### config.mk
export PLATFORM = sky130hd
export DESIGN_NAME = prom_loader
export DESIGN_NICKNAME = d
export VERILOG_FILES = /design/src/rtl/prom_loader.sv
export SDC_FILE = /design/constraint.sdc
export NUM_CORES = 1
export LEC_CHECK = 0
export CORE_ASPECT_RATIO = 0.9
export CORE_MARGIN = 2
export CORE_UTILIZATION = 40
export DETAILED_ROUTE_END_ITERATION = 10
export PLACE_DENSITY = 0.75
export SYNTH_ARGS = -nofsm -noshare
export SYNTH_HDL_FRONTEND = slang
export SYNTH_SLANG_ARGS = --single-unit
### constraint.sdc
create_clock -name CLK -period 2.3 [get_ports CLK]
set_input_delay 0.46 -clock CLK [delete_from_list [all_inputs] [get_ports CLK]]
set_output_delay 0.46 -clock CLK [all_outputs]
set_load 0.02 [all_outputs]
### src/rtl/prom_loader.sv
// Instruction ROM writer: packs byte-pairs from a valid/ready stream into
// 15-bit words, writes them to program memory and verifies a trailing XOR byte.
module prom_loader #(
    parameter int unsigned DEPTH = 16,
    parameter int unsigned IW    = 15,
    parameter int unsigned AW    = $clog2(DEPTH)
) (
    input  logic          CLK,
    input  logic          RESET,
    input  logic          START,
    input  logic [7:0]    RX_DATA,
    input  logic          RX_VALID,
    output logic          RX_READY,
    output logic          MEM_WE,
    output logic [AW-1:0] MEM_ADDR,
    output logic [IW-1:0] MEM_WDATA,
    output logic          CPU_HOLD,
    output logic          LOAD_DONE,
    output logic          LOAD_ERR
);

    localparam int unsigned HW = IW - 8;

    typedef enum logic [2:0] {
        S_IDLE = 3'd0,
        S_HI   = 3'd1,
        S_LO   = 3'd2,
        S_WR   = 3'd3,
        S_CHK  = 3'd4,
        S_DONE = 3'd5,
        S_ERR  = 3'd6
    } state_t;

    state_t        state_q;
    logic [AW-1:0] cnt_q;
    logic [7:0]    csum_q;
    logic [HW-1:0] hi_q;
    logic          rx_ready_q;
    logic          we_q;
    logic [AW-1:0] addr_q;
    logic [IW-1:0] wdata_q;
    logic          hold_q;
    logic          done_q;
    logic          err_q;
    logic          rx_xfer;

    assign rx_xfer = RX_VALID & rx_ready_q;

    // Single-process FSM; every output is a registered decode of the next state.
    always_ff @(posedge CLK) begin
        if (RESET) begin
            state_q    <= S_IDLE;
            cnt_q      <= '0;
            csum_q     <= '0;
            hi_q       <= '0;
            rx_ready_q <= 1'b0;
            we_q       <= 1'b0;
            addr_q     <= '0;
            wdata_q    <= '0;
            hold_q     <= 1'b1;
            done_q     <= 1'b0;
            err_q      <= 1'b0;
        end else begin
            we_q <= 1'b0;
            case (state_q)
                S_IDLE, S_DONE, S_ERR: begin
                    if (START) begin
                        cnt_q      <= '0;
                        csum_q     <= '0;
                        done_q     <= 1'b0;
                        err_q      <= 1'b0;
                        hold_q     <= 1'b1;
                        rx_ready_q <= 1'b1;
                        state_q    <= S_HI;
                    end
                end
                S_HI: begin
                    if (rx_xfer) begin
                        hi_q   <= RX_DATA[HW-1:0];
                        csum_q <= csum_q ^ RX_DATA;
                        if (RX_DATA[7]) begin
                            err_q      <= 1'b1;
                            rx_ready_q <= 1'b0;
                            state_q    <= S_ERR;
                        end else begin
                            state_q <= S_LO;
                        end
                    end
                end
                S_LO: begin
                    if (rx_xfer) begin
                        csum_q     <= csum_q ^ RX_DATA;
                        rx_ready_q <= 1'b0;
                        we_q       <= 1'b1;
                        addr_q     <= cnt_q;
                        wdata_q    <= {hi_q, RX_DATA};
                        state_q    <= S_WR;
                    end
                end
                S_WR: begin
                    rx_ready_q <= 1'b1;
                    if (cnt_q == AW'(DEPTH - 1)) begin
                        state_q <= S_CHK;
                    end else begin
                        cnt_q   <= cnt_q + AW'(1);
                        state_q <= S_HI;
                    end
                end
                S_CHK: begin
                    if (rx_xfer) begin
                        rx_ready_q <= 1'b0;
                        if (RX_DATA == csum_q) begin
                            done_q  <= 1'b1;
                            hold_q  <= 1'b0;
                            state_q <= S_DONE;
                        end else begin
                            err_q   <= 1'b1;
                            state_q <= S_ERR;
                        end
                    end
                end
                default: begin
                    rx_ready_q <= 1'b0;
                    hold_q     <= 1'b1;
                    state_q    <= S_IDLE;
                end
            endcase
        end
    end

    assign RX_READY  = rx_ready_q;
    assign MEM_WE    = we_q;
    assign MEM_ADDR  = addr_q;
    assign MEM_WDATA = wdata_q;
    assign CPU_HOLD  = hold_q;
    assign LOAD_DONE = done_q;
    assign LOAD_ERR  = err_q;

endmodule

# After elaboration in Yosys (flattened, before gate mapping)
# Cells that the tools add are included.
[word_totals] elab_cells=85 output_inout_bits=24 register_bits=46
[op_classes] eq_ne=18 n_bitwise=4 addsub=1 muxes=32 n_reduce_logical=19
[ops] operator="3-bit 2-to-1 mux" count=6
[ops] operator="8-bit 2-to-1 mux" count=2
[ops] operator="2-bit inequality test, second input constant" count=8
[ops] operator="8-bit one-hot mux with 2 select lines" count=1
[ops] operator="4-bit AND reduction" count=4
[ops] operator="3-bit one-hot mux with 5 select lines" count=1
[ops] operator="1-bit 2-to-1 mux" count=14
[ops] operator="3-bit equality test, second input constant" count=3
[ops] operator="8-bit equality test" count=1
[ops] operator="4-bit 2-to-1 mux" count=2
[ops] operator="4-bit one-hot mux with 2 select lines" count=1
[ops] operator="8-bit XOR" count=1
[ops] operator="3-bit by 2-bit equality test with 1-bit output, second input constant" count=2
[ops] operator="1-bit one-hot mux with 3 select lines" count=2
[ops] operator="3-bit AND reduction" count=2
[ops] operator="6-bit AND reduction" count=1
[ops] operator="2-bit nonzero test" count=3
[ops] operator="2-bit OR reduction" count=3
[ops] operator="3-bit OR reduction" count=2
[ops] operator="4-bit by 1-bit adder with 4-bit output, second input constant" count=1
[ops] operator="4-bit equality test, second input constant" count=1
[ops] operator="2-bit by 1-bit inequality test with 1-bit output, second input constant" count=2
[ops] operator="1-bit one-hot mux with 4 select lines" count=1
[ops] operator="2-bit AND reduction" count=2
[ops] operator="other kinds (7)" count=8

# Longest topological paths before layout
[logic_depth] ltp_word=4 ltp_mapped=6

# Worst setup path after synthesis
# Ideal clock, no wire load.
[synth_path] path_kind="flip-flop to flip-flop" from="reg rx_ready_q, in the netlist RX_READY" to="reg addr_q[0], in the netlist MEM_ADDR[0]" arrival_ns=1.421 synth_period_minus_slack_ns=1.553 n_path_buf=1 stages_incl_launch_ff=6 required_time_ns=2.168 slack_ns=0.747 path_cell_list="dfxtp_1 nand2_1 or3_1 clkbuf_1 nand2_1 a21oi_1"
[synth_between] elab_chain_len=2
[synth_rtl] item="from (decl)" line="38" text="logic rx_ready_q;"
[synth_rtl] item="from (signal assigned)" line="56" text="rx_ready_q <= 1'b0;"
[synth_rtl] item="from (signal assigned)" line="73" text="rx_ready_q <= 1'b1;"
[synth_rtl] item="from (signal assigned)" line="83" text="rx_ready_q <= 1'b0;"
[synth_rtl] item="1-bit bitwise AND" line="47" text="assign rx_xfer = RX_VALID & rx_ready_q;"
[synth_rtl] item="2-bit AND reduction (no line)"
[synth_rtl] item="to (signal assigned)" line="95" text="addr_q <= cnt_q;"
[synth_rtl] item="to (decl)" line="40" text="logic [AW-1:0] addr_q;"
# Every way passes these cells.
# A chain may end at the register's enable or synchronous reset.

# Worst setup path after layout
[layout_path] from="reg state_q[2]" to="reg wdata_q[3], in the netlist MEM_WDATA[3]"
[layout_between] elab_chain_len=2
[layout_rtl] item="from (decl)" line="34" text="state_t state_q;"
[layout_rtl] item="from (signal assigned)" line="52" text="state_q <= S_IDLE;"
[layout_rtl] item="from (signal assigned)" line="74" text="state_q <= S_HI;"
[layout_rtl] item="from (signal assigned)" line="84" text="state_q <= S_ERR;"
[layout_rtl] item="3-bit by 2-bit equality test with 1-bit output" line="65" text="case (state_q)"
[layout_rtl] item="2-bit AND reduction (no line)"
[layout_rtl] item="to (signal assigned)" line="96" text="wdata_q <= {hi_q, RX_DATA};"
[layout_rtl] item="to (decl)" line="41" text="logic [IW-1:0] wdata_q;"
# Every way passes these cells.

==> impl_metrics.json <==
{
  "status": "complete, no violations",
  "netlist_area_um2": 2120,
  "ff_latch_area_um2": 921,
  "synth_ff_type": "dfxtp_1",
  "cts_tree": "done",
  "drc_errors": 0,
  "final_max_slew_viol_count": 0,
  "drtIter0Drc": 75,
  "synth_seq_cells": 46,
  "internal_power_mw": 1.42,
  "via_count": 1842,
  "diodes": 0,
  "cts.sinks": 46,
  "grt_pass1_vias": 1671,
  "met1_usage": 0.241,
  "area_growth_pct": 28.8,
  "p_clk_frac": 0.294,
  "rows": 25,
  "drive_gt1_frac": 0.107,
  "synthAdderAreaFrac": 0.00589,
  "worstRegToRegCells": 4,
  "root_buffer": "clkbuf_8",
  "synthTopCellsByArea": "dfxtp_1 (43%), nand2_1 (8.7%), mux2i_1 (7.5%)",
  "hold_viol_final": 0,
  "clock_path_buffers": 2,
  "min_to": "MEM_WDATA[8]",
  "io_pins": 36,
  "netlist_instances": 245,
  "fmax_mhz": 536,
  "clk_pin_slew_ns": 0.09,
  "ys_seq_area_frac": 0.434,
  "power_leakage_nw": 0.946,
  "grt_overflow": 0,
  "min_period_over_period": 0.811,
  "multi_input_area_um2": 1130,
  "first_pass_iters": 4,
  "synth_top_cell_by_area": "dfxtp_1",
  "worst_ir_drop_vdd_v": 0.000318,
  "timing.final.crit_period_ns": 1.86,
  "synth_xor_area_frac": 0.0530,
  "async_reset_ff_frac": 0,
  "switching_share": 0.312,
  "synth_commonest_cells": "nand2_1 (49), dfxtp_1 (46), a21oi_1 (26)",
  "synth_compound_area_frac": 0.157,
  "routed_wirelength_um": 4810,
  "grt_first_pass_wirelength_um": 7760,
  "cp_slowest_cell": "dfxtp_1",
  "timing.rr.start": "state_q[2]",
  "pwr-share-seq": 0.435,
  "die_y_um": 73.1,
  "path_buf_inv": 1,
  "nets": 303,
  "cts_setup_buffers": 0,
  "finalSetupTns_ns": 0,
  "r2r_end": "MEM_WDATA[3]",
  "combinationalPowerShare": 0.271,
  "cts_made_buffers": 5,
  "muxShareOfSynthArea": 0.0754,
  "grt_max_degree": 25,
  "met3_usage": 0.0334,
  "cp_max_fo": 20,
  "rsz0062_at_grt": "no",
  "min-delay-path-class": "reg2reg",
  "wl_per_cell_um": 13.4,
  "relSlewSlack": 0.532,
  "crit_required_ns": 2.53,
  "p_sw_mw": 0.643,
  "setup_viol": 0,
  "min_from": "MEM_WDATA[8]",
  "h-tree-depth": 2,
  "skew_ns": 0.0107,
  "dp_cells": 350,
  "track_usage": 0.171,
  "synth_top_family_by_area": "simple AND/OR/NAND/NOR gates",
  "worstMarginPinSlew_ns": 0.702,
  "drv_cap": 0,
  "synth_edf_count": 0,
  "end_kind": "flip-flop",
  "hold_buffers": 0,
  "min_path_cells": 2,
  "reg2reg_slack_ns": 0.44,
  "detail-route-antenna-nets": 0,
  "synth.most_common_cell": "nand2_1",
  "die-area_um2": 5910,
  "die_w_um": 80.8,
  "start_util": 0.409,
  "crit_type": "reg2reg",
  "yosys.area_share.simple": 0.242,
  "hpwlAfterDp_um": 3480,
  "final.fill_count": 501,
  "use_met2": 0.252,
  "antenna_found_initial": 0,
  "power-per-cell-area_nw_per_um2": 755,
  "crit_chain": "buf_4 > or3_1 > nand2_1 > a21oi_1",
  "crit_path_start_kind": "flip-flop",
  "coreArea_um2": 5190,
  "grt.busiest_layer": "met2",
  "via_per_inst": 5.15,
  "gp_congestion": 0.847,
  "yosysWarningCount": 0,
  "synth_nets": 258,
  "stdcell_count": 358,
  "yosysUniqueCellTypes": 41,
  "port_buffers": 35,
  "worstSkewPairLatency_ns": 0.31,
  "cts_resized": 0,
  "critPathTopFamily": "flip-flops",
  "avgSynthCellArea_um2": 8.67,
  "yosys.area.top_type_share": 0.434,
  "slowest_delay_ns": 0.69,
  "arrival_ns": 2.10
}
==> layout by cell type, fill, tap and decap left out, types with 2 or more instances in the layout <==
master,netlist,layout
nand2_1,49,49
dfxtp_1,46,46
clkdlybuf4s50_1,0,35
a21oi_1,26,26
nor2_1,17,17
buf_4,0,17
mux2i_1,16,16
xnor2_1,8,8
a2bb2oi_1,8,8
nand4_1,6,6
o21ai_0,5,5
clkbuf_8,0,5
o21bai_1,4,4
nand2b_1,4,4
nor4_1,3,3
or3_1,3,3
xor2_1,3,3
and3_1,2,2
nor2b_1,2,2
nor3_1,2,2
nor3_4,2,2
nand3_1,2,2
nand3b_1,2,2
inv_1,2,2
a211oi_1,2,2
==> worst min-delay path, delay by kind of cell, from the launching register on <==
family / cells / cell delay [ns]
flip-flops: 1 / 0.32
AND/OR/NAND/NOR: 1 / 0.05
AO/OA/AOI/OAI: 1 / 0.05
==> cell families after synthesis <==
logic type               Yosys count
multiplexers                      16
AND/OR/NAND/NOR                  102
AO/OA/AOI/OAI                     52
buffers and inverters             16
XOR/XNOR                          12
adder cells (fa/ha/maj)            1
flip-flops                        46
==> worst max path at each step <==
stage	start	to	cells past startpoint
finish	state_q[2]	MEM_WDATA[3]	4
global route	state_q[2]	MEM_WDATA[12]	4
CTS	state_q[2]	MEM_WDATA[9]	4
detailed placement	RX_VALID	MEM_WDATA[9]	5
global placement	RX_VALID	MEM_ADDR[0]	5
floorplan	RX_READY	MEM_ADDR[0]	5
==> state kept, by name, summed over array words and instances, names as in the netlist <==
name and flops:
LOAD_DONE 1, MEM_WE 1, hi_q 7, state_q 3, cnt_q 4, MEM_ADDR 4, csum_q 8, RX_READY 1
CPU_HOLD 1, LOAD_ERR 1, MEM_WDATA 15
==> power groups by stage <==
| stage | Sequential, mW | Clock (mW) | Combinational [mW] |
|---|---|---|---|
| 6_report | 0.897 | 0.606 | 0.560 |
| 5_1_grt | 0.903 | 0.656 | 0.606 |
| 4_1_cts | 0.895 | 0.625 | 0.558 |
| 3_5_place_dp | 0.914 | 0 | 0.557 |
| 3_3_place_gp | 0.911 | 0 | 0.550 |
| 2_1_floorplan | 0.898 | 0 | 0.406 |
==> final cells by class <==
type,instances,area share
clock buffer,5,0.0252
clock inverter,3,0.0160
inverter,2,0.00275
multi-input combinational,183,0.414
sequential,46,0.337
tap,67,0.0307
timing repair buffer,52,0.175
==> per-layer routing <==
layer,vias up,part of all wire
li1,946,-
met1,847,0.51
met2,42,0.44
met3,7,0.043
met4,0,0.015
met5,-,0
==> stage by stage <==
step	area, um2	setup WS, ns	power (mW)	util	hold WS [ns]
floorplan	2120	0.747	1.30	-	0.431
global placement	2620	0.177	1.46	0.505	0.442
detailed placement	2620	0.147	1.47	0.505	0.449
CTS	2730	0.449	2.08	0.527	0.463
global route	2730	0.283	2.16	0.527	0.482
finish	2730	0.435	2.06	0.527	0.458
Power figures use the tool's default switching activity.
